===== src/rtl/fetch_if.sv =====
// Fetch-side bus bundle: instruction-memory request/response plus the
// instruction handshake towards decode.
interface fetch_if;
    logic        imem_req_valid;
    logic        imem_req_ready;
    logic [31:0] imem_addr;
    logic        imem_resp_valid;
    logic [31:0] imem_resp_data;
    logic        instr_valid;
    logic [31:0] instruction;
    logic [31:0] instr_pc;
    logic        instr_ready;

    modport master (
        output imem_req_valid, imem_addr, instr_valid, instruction, instr_pc,
        input  imem_req_ready, imem_resp_valid, imem_resp_data, instr_ready
    );

    modport slave (
        input  imem_req_valid, imem_addr, instr_valid, instruction, instr_pc,
        output imem_req_ready, imem_resp_valid, imem_resp_data, instr_ready
    );
endinterface


===== src/rtl/fetch_unit.sv =====
// Single-outstanding instruction fetch unit: requests a word, holds it for
// decode, and redirects on taken branches / jumps with stale-response kill.
module fetch_unit #(
    parameter logic [31:0] RESET_PC = 32'h0000_0000
) (
    input  logic        clk,
    input  logic        rst,
    fetch_if.master     bus,
    input  logic        PCSrc,
    input  logic        Jump,
    input  logic [31:0] pc_target,
    output logic [31:0] fetch_count
);

    localparam logic [31:0] NOP      = 32'h0000_0013;
    localparam logic [31:0] START_PC = {RESET_PC[31:2], 2'b00};

    typedef enum logic [1:0] {IDLE, FETCH, WAIT, HOLD} state_t;

    state_t      state;
    logic [31:0] pc;
    logic        kill;
    logic        redirect;
    logic [31:0] target;
    logic [31:0] next_pc;

    assign redirect = PCSrc | Jump;
    assign target   = pc_target & ~32'h3;
    assign next_pc  = redirect ? target : pc + 32'd4;

    always_ff @(posedge clk or posedge rst) begin
        if (rst) begin
            state              <= IDLE;
            pc                 <= START_PC;
            kill               <= 1'b0;
            fetch_count        <= 32'd0;
            bus.imem_req_valid <= 1'b0;
            bus.imem_addr      <= START_PC;
            bus.instr_valid    <= 1'b0;
            bus.instruction    <= NOP;
            bus.instr_pc       <= 32'd0;
        end else begin
            case (state)
                IDLE: begin
                    state              <= FETCH;
                    bus.imem_req_valid <= 1'b1;
                    bus.imem_addr      <= pc;
                end
                FETCH: begin
                    if (redirect)
                        pc <= target;
                    // The address on the bus may predate an earlier redirect;
                    // in that case the accepted request is already stale.
                    if (bus.imem_req_ready) begin
                        bus.imem_req_valid <= 1'b0;
                        state              <= WAIT;
                        kill               <= redirect || (bus.imem_addr != pc);
                    end
                end
                WAIT: begin
                    if (redirect)
                        pc <= target;
                    if (bus.imem_resp_valid) begin
                        if (kill || redirect) begin
                            kill               <= 1'b0;
                            state              <= FETCH;
                            bus.imem_req_valid <= 1'b1;
                            bus.imem_addr      <= redirect ? target : pc;
                        end else begin
                            bus.instruction <= bus.imem_resp_data;
                            bus.instr_pc    <= pc;
                            bus.instr_valid <= 1'b1;
                            state           <= HOLD;
                        end
                    end else if (redirect) begin
                        kill <= 1'b1;
                    end
                end
                HOLD: begin
                    // A redirect coinciding with consumption still counts the
                    // instruction but steers the next fetch to the target.
                    if (redirect || bus.instr_ready) begin
                        pc                 <= next_pc;
                        bus.imem_addr      <= next_pc;
                        bus.imem_req_valid <= 1'b1;
                        bus.instr_valid    <= 1'b0;
                        state              <= FETCH;
                        if (bus.instr_ready)
                            fetch_count <= fetch_count + 32'd1;
                    end
                end
                default: state <= IDLE;
            endcase
        end
    end

endmodule


===== src/flat_wrapper.sv =====
// flat-port wrapper written by rule: the top's interface ports become plain ports
module fetch_unit_flat 
#(
    parameter logic [31:0] RESET_PC = 32'h0000_0000
)
  (clk, rst, PCSrc, Jump, pc_target, fetch_count, bus_imem_req_valid, bus_imem_addr, bus_instr_valid, bus_instruction, bus_instr_pc, bus_imem_req_ready, bus_imem_resp_valid, bus_imem_resp_data, bus_instr_ready);
  fetch_if bus_i ();
  input  logic clk;
  input  logic rst;
  input  logic PCSrc;
  input  logic Jump;
  input  logic [31:0] pc_target;
  output logic [31:0] fetch_count;
  output wire logic [$bits(bus_i.imem_req_valid)-1:0] bus_imem_req_valid;
  output wire logic [$bits(bus_i.imem_addr)-1:0] bus_imem_addr;
  output wire logic [$bits(bus_i.instr_valid)-1:0] bus_instr_valid;
  output wire logic [$bits(bus_i.instruction)-1:0] bus_instruction;
  output wire logic [$bits(bus_i.instr_pc)-1:0] bus_instr_pc;
  input wire logic [$bits(bus_i.imem_req_ready)-1:0] bus_imem_req_ready;
  input wire logic [$bits(bus_i.imem_resp_valid)-1:0] bus_imem_resp_valid;
  input wire logic [$bits(bus_i.imem_resp_data)-1:0] bus_imem_resp_data;
  input wire logic [$bits(bus_i.instr_ready)-1:0] bus_instr_ready;
  assign bus_imem_req_valid = bus_i.imem_req_valid;
  assign bus_imem_addr = bus_i.imem_addr;
  assign bus_instr_valid = bus_i.instr_valid;
  assign bus_instruction = bus_i.instruction;
  assign bus_instr_pc = bus_i.instr_pc;
  assign bus_i.imem_req_ready = bus_imem_req_ready;
  assign bus_i.imem_resp_valid = bus_imem_resp_valid;
  assign bus_i.imem_resp_data = bus_imem_resp_data;
  assign bus_i.instr_ready = bus_instr_ready;
  fetch_unit #(.RESET_PC(RESET_PC)) u_core (.clk(clk), .rst(rst), .bus(bus_i), .PCSrc(PCSrc), .Jump(Jump), .pc_target(pc_target), .fetch_count(fetch_count));
endmodule

===== config.mk =====
export PLATFORM = sky130hd
export DESIGN_NAME = fetch_unit_flat
export DESIGN_NICKNAME = d
export VERILOG_FILES = /design/src/rtl/fetch_if.sv /design/src/rtl/fetch_unit.sv /design/src/flat_wrapper.sv
export SDC_FILE = /design/constraint.sdc
export NUM_CORES = 1
export LEC_CHECK = 0
export CELL_PAD_IN_SITES_DETAIL_PLACEMENT = 0
export CELL_PAD_IN_SITES_GLOBAL_PLACEMENT = 1
export CORE_AREA = 3 3 151 153
export CTS_CLUSTER_SIZE = 20
export DETAILED_ROUTE_END_ITERATION = 7
export DIE_AREA = 0 0 154 156
export PLACE_DENSITY_LB_ADDON = 0.1
export SLEW_MARGIN = 20
export SYNTH_ARGS = -nofsm -noshare
export SYNTH_HDL_FRONTEND = slang
export SYNTH_SLANG_ARGS = --single-unit

===== constraint.sdc =====
create_clock -name clk -period 10.6 [get_ports clk]
set_clock_uncertainty 0.05 [all_clocks]
set_input_delay 1.06 -clock clk [delete_from_list [all_inputs] [get_ports clk]]
set_output_delay 1.06 -clock clk [all_outputs]
set_load 0.03 [all_outputs]

# Yosys cells after proc, flatten, opt, wreduce, memory -nomap -nowiden
# Cells that the tools add are included.
[word_totals] elab_cells=67 in_bits=71 ff_bits=165 out_inout_bits=130
[op_classes] reduce_logical=17 n_eq_ne=11 mux=26 bitwise_logic=2 addsub=2
[op_table] operator="32-bit two-way mux" count=5
[op_table] operator="32-bit one-hot mux with 3 select lines" count=1
[op_table] operator="32-bit one-hot mux with 2 select lines" count=1
[op_table] operator="32-bit by 1-bit adder with 32-bit output, second input constant" count=1
[op_table] operator="32-bit by 3-bit adder with 32-bit output, second input constant" count=1
[op_table] operator="32-bit inequality test" count=1
[op_table] operator="4-bit AND reduction" count=4
[op_table] operator="1-bit two-way mux" count=11
[op_table] operator="3-bit AND reduction" count=3
[op_table] operator="2-bit two-way mux" count=4
[op_table] operator="2-bit one-hot mux with 4 select lines" count=1
[op_table] operator="2-bit inequality test, second input constant" count=3
[op_table] operator="3-bit by 2-bit inequality test with 1-bit output, second input constant" count=2
[op_table] operator="2-bit nonzero test" count=3
[op_table] operator="2-bit == test, second input constant" count=2
[op_table] operator="2-bit by 1-bit inequality test with 1-bit output, second input constant" count=2
[op_table] operator="1-bit one-hot mux with 2 select lines" count=2
[op_table] operator="1-bit one-hot mux with 4 select lines" count=1
[op_table] operator="1-bit logical OR" count=3
[op_table] operator="3-bit nonzero test" count=1
[op_table] operator="2-bit by 1-bit == test with 1-bit output, second input constant" count=1
[op_table] operator="2-bit zero test" count=1
[op_table] operator="2-bit AND reduction" count=1
[op_table] operator="2-bit OR reduction" count=1
[op_table] operator="other kinds (2)" count=2

# Longest topological paths before layout
[depth] depth_word=5 ltp_mapped=9 ltp_nobuf=7

# Worst setup path before layout
# OpenSTA, ideal clock, no wires.
[synth_path] kind="in2reg" startpoint="input port PCSrc" endpoint="register u_core.bus.imem_addr[22]" arrival_time_ns=2.289 cell_stages=7 n_path_buf=2 setup_time_ns=0.130 path_slack_ns=8.131 cell_sequence="nor4b_2 or2_1 clkbuf_1 or3_1 buf_2 a221oi_1 o22ai_1"
[synth_via] elab_chain_cells=5 word_cells_on_any_way=12 cone_classes="eq/ne: 2; mux: 6; bitwise: 1; reduce/logical: 3"
[synth_rtl] item="start, declared" line_no="flat_wrapper.sv:10" source="input logic PCSrc;"
[synth_rtl] item="1-bit bitwise OR (*)" line_no="fetch_unit.sv:27" source="assign redirect = PCSrc | Jump;"
[synth_rtl] item="32-bit two-way mux"
[synth_rtl] item="32-bit two-way mux" line_no="fetch_unit.sv:64" source="if (kill || redirect) begin"
[synth_rtl] item="32-bit two-way mux" line_no="fetch_unit.sv:63" source="if (bus.imem_resp_valid) begin"
[synth_rtl] item="32-bit one-hot mux with 3 select lines" line_no="fetch_unit.sv:43" source="case (state)"
[synth_rtl] item="end signal, assigned" line_no="fetch_unit.sv:47" source="bus.imem_addr <= pc;"
[synth_rtl] item="end signal, assigned" line_no="fetch_unit.sv:68" source="bus.imem_addr <= redirect ? target : pc;"
[synth_rtl] item="end signal, assigned" line_no="fetch_unit.sv:84" source="bus.imem_addr <= next_pc;"
[synth_rtl] item="end, declared" line_no="fetch_if.sv:15" source="output imem_req_valid, imem_addr, instr_valid, instruction, instr_pc,"
# Every way passes the cells marked *; elsewhere a longest branch is shown, timed or not. The select of a mux whose other input is x is not followed.
# A chain may end at the register's enable or synchronous reset.

# Worst setup path after layout
[layout_path] startpoint="input port Jump" endpoint="register u_core.pc[11]"
[layout_via] elab_chain_cells=4 word_cells_on_any_way=8 cone_classes="eq/ne: 1; mux: 4; bitwise: 1; reduce/logical: 2"
[layout_rtl] item="start, declared" line_no="flat_wrapper.sv:11" source="input logic Jump;"
[layout_rtl] item="1-bit bitwise OR (*)" line_no="fetch_unit.sv:27"
[layout_rtl] item="32-bit two-way mux / 1-bit logical OR (equally long branches)" line_no="fetch_unit.sv:29, fetch_unit.sv:82"
[layout_rtl] item="32-bit two-way mux / 2-bit by 1-bit inequality test with 1-bit output (equally long branches)"
[layout_rtl] item="32-bit one-hot mux with 2 select lines / 2-bit AND reduction (equally long branches)"
[layout_rtl] item="end signal, assigned" line_no="fetch_unit.sv:51" source="pc <= target;"
[layout_rtl] item="end signal, assigned" line_no="fetch_unit.sv:62" source="pc <= target;"
[layout_rtl] item="end signal, assigned" line_no="fetch_unit.sv:83" source="pc <= next_pc;"
[layout_rtl] item="end, declared" line_no="fetch_unit.sv:21" source="logic [31:0] pc;"
# Marked as above.

==> results.txt <==
IO buf count - 198
postcts setup bufs - 0
CP max stage delay - 0.92 ns
routed len/inst - 20.8 µm
num ports - 201
fin. max-slew vios - 0
setup slack, reg-to-reg - 7.12 ns
Leak - 4.94 nW
total congestion overflow - 0
via/cell ratio - 5.77
cts bufs inserted - 17
hold path start - u_core.fetch_count[31]$_DFFE_PP0P_
Cells after Synth - 931
r2r startpoint - u_core.state[0]$_DFFE_PP0P_
Slew @ Worst Pin - 1.08 ns
antenna viol nets, final - 0
# resized after CTS - 0
number of enable flip-flop cells after synthesis - 0
Setup-failing EPs final - 0
clk buf depth - 2
Final min period - 3.66 ns
CP max FO - 68
clock share of power - 19.5%
HP Class - reg -> reg
CP cell instances - clkdlybuf4s50_1 > or2_2 > buf_4 > nor2_1 > nand2_1 > o22ai_1 > a2bb2oi_1
Synthesized Nets - 1008
area of the core - 21700 µm²
post-synthesis async set-or-reset flop share - 100%
Internal - 1.71 mW
pin count of the biggest net entering global routing - 73
status - completed
Vias - 7916
Mean Syn Cell Area - 9.70 µm²
worst skew pair latency - 0.43 ns
critical path arrival - 3.89 ns
sw power - 1.42 mW
gr usage total - 23.6%
CTS Sinks - 165
Flop pwr share - 35.3%
Worst-path clk slew - 0.07 ns
fraction of layout cells with a size suffix above 1 - 12.3%
Hold Path Cell Cnt - 1
TritonCTS clock tree - built
sequential fraction of the synthesis area - 45.8%
Die Footprint - 24000 µm²
DR pass1 iterations - 5
r2r endpoint - u_core.bus.imem_addr[22]$_DFFE_PP0P_
layout overhead on the synthesized area - 29.9%
Setup TNS - 0 ns
Layout Utilization - 54.1%
placed inst area - 11200 µm²
Seq cells post-synth - 165
Worst Reg-to-Reg Cells - 9
antenna diode count - 0
Layout Nets - 1157
Crit Path Category - in -> reg
DRC Markers - 0
ratio of final minimum period to clock period - 34.5%
buffers plus inverters on the worst setup path - 2
Slew HR - 28.0%
Final Hold Viols - 0
CTS Hold Bufs - 0
Unique masters post-synth - 66
Hold EP - u_core.fetch_count[31]$_DFFE_PP0P_
Detailed Route Iter0 Violations - 638
Final Instance Area - 11700 µm²
YS warnings - 0
initial antenna violation count - 0
RSZ-0062 raised after global routing - no
Combinational Power Share - 45.2%
Die X - 154 µm
worst vdd ir - 0.123 mV
WP data required - 10.83 ns
Hold WS - 0.427 ns
crit path capture type - flop
hpwl dp - 19100 µm
switch share - 45.4%
Placer Congestion - 0.792
Die Y - 156 µm
fmax - 273 MHz
starting density of the core - 41.6%
Top delay family on crit path - simple AND/OR/NAND/NOR gates
CTS root buf - clkbuf_16
vias in the first global route - 7660
Mapped Area - 9030 µm²
Power Density - 267 nW/µm²
slowest CP cell - nor2_1
H-tree lvl count - 4
# Max-Cap Violations - 0
Synth Flop Type - dfrtp_1
first-pass GRT wire length - 45000 µm
Worst Setup Start Kind - primary input
# rows - 54
drt total wl - 28600 µm
cells by family after synthesis:
kind of cell / Yosys count / share of synthesized area (%)
simple gates: 287 / 16.8
flops: 165 / 45.8
mux: 72 / 8.84
fa+ha+maj: 6 / 0.832
buf+inv: 96 / 4.27
compound gates: 237 / 16.8
xor+xnor: 68 / 6.60
metrics by stage:
step	std cells	setup slack, ns	power [mW]
detailed placement	1341	6.55	2.52
global placement	1341	6.61	2.51
global route	1373	6.84	3.31
finish	1373	6.94	3.13
CTS	1373	6.99	3.14
floorplan	931	5.03	1.95
sequential cells by signal, summed over array words and instances (netlist names):
| signal | cells |
|---|---|
| u_core.bus.instr_valid | 1 |
| u_core.kill | 1 |
| u_core.pc | 32 |
| u_core.bus.imem_req_valid | 1 |
| u_core.bus.imem_addr | 32 |
| u_core.bus.instruction | 32 |
| u_core.bus.instr_pc | 32 |
| u_core.fetch_count | 32 |
| u_core.state | 2 |
worst max-delay path by stage:
stage / start / end / slack (ns) / depth (start not counted)
global route: Jump / u_core.pc[13]$_DFFE_PP0P_ / 6.84 / 7
CTS: Jump / u_core.pc[11]$_DFFE_PP0P_ / 6.99 / 7
floorplan: rst / u_core.bus.imem_addr[0]$_DFFE_PP0P_ / 5.03 / 1
finish: Jump / u_core.pc[11]$_DFFE_PP0P_ / 6.94 / 7
global placement: Jump / u_core.pc[11]$_DFFE_PP0P_ / 6.61 / 7
detailed placement: Jump / u_core.pc[11]$_DFFE_PP0P_ / 6.55 / 7
worst reg2reg max path: cells and delay by family, from the launching register on:
family	cells	cell delay (ns)
AO/OA/AOI/OAI	2	0.32
adder cells (fa/ha/maj)	1	0.18
AND/OR/NAND/NOR	3	1.40
buffers and inverters	3	1.03
flip-flops	1	0.44
synth_stat cells (all sizes together) (18+ instances only):
library cell    n  area (µm²)
o21ai          64         320
mux2           62         698
dfrtp         162        4050
xor2           46         403
o22ai          23         150
clkbuf         62         233
nor2           55         206
a21oi          57         285
nand3          34         170
nand2          78         293
buf            22         108
nand4          28         181
xnor2          22         193
and3           18         113
layout make-up:
class	instances	area (µm²)
timing repair buffer	214	2100
sequential	165	4130
inverter	12	50.0
multi-input combinational	670	4530
clock inverter	14	130
clock buffer	18	429
fill	2009	9960
tap	280	350
per-layer routing:
layer	part of all wire [%]	GRT usage, %	routed length [µm]
met1	47	35.0	13600
met2	44	35.6	12700
met3	6.4	3.77	1840
met4	1.7	6.94	497
met5	0	0	0
power by group through the flow:
stage / Clock, mW / Sequential [mW] / Combinational [mW]
floorplan: 0 / 1.18 / 0.775
global placement: 0 / 1.10 / 1.40
detailed placement: 0 / 1.11 / 1.41
CTS: 0.623 / 1.10 / 1.42
global route: 0.649 / 1.14 / 1.52
finish: 0.610 / 1.11 / 1.41
cells in the final DEF, fill, tap and decap left out, types with 10 or more instances in the layout:
master / Yosys / final
o22ai_1: 22 / 22
clkdlybuf4s50_1: 0 / 198
xor2_1: 46 / 46
o21ai_0: 64 / 64
nand3_1: 34 / 34
mux2i_1: 10 / 10
and3_1: 18 / 18
dfrtp_1: 162 / 162
and2_1: 13 / 13
xnor2_1: 22 / 22
a31oi_1: 12 / 12
inv_1: 12 / 11
nand2_1: 78 / 77
nand4_1: 27 / 27
nor4_1: 11 / 11
buf_4: 1 / 16
nor2_1: 55 / 54
and4_1: 11 / 11
a221oi_1: 12 / 12
clkbuf_16: 0 / 17
a21oi_1: 57 / 56
mux2_2: 62 / 62
nor3_1: 16 / 16
Power figures use the tool's default switching activity.
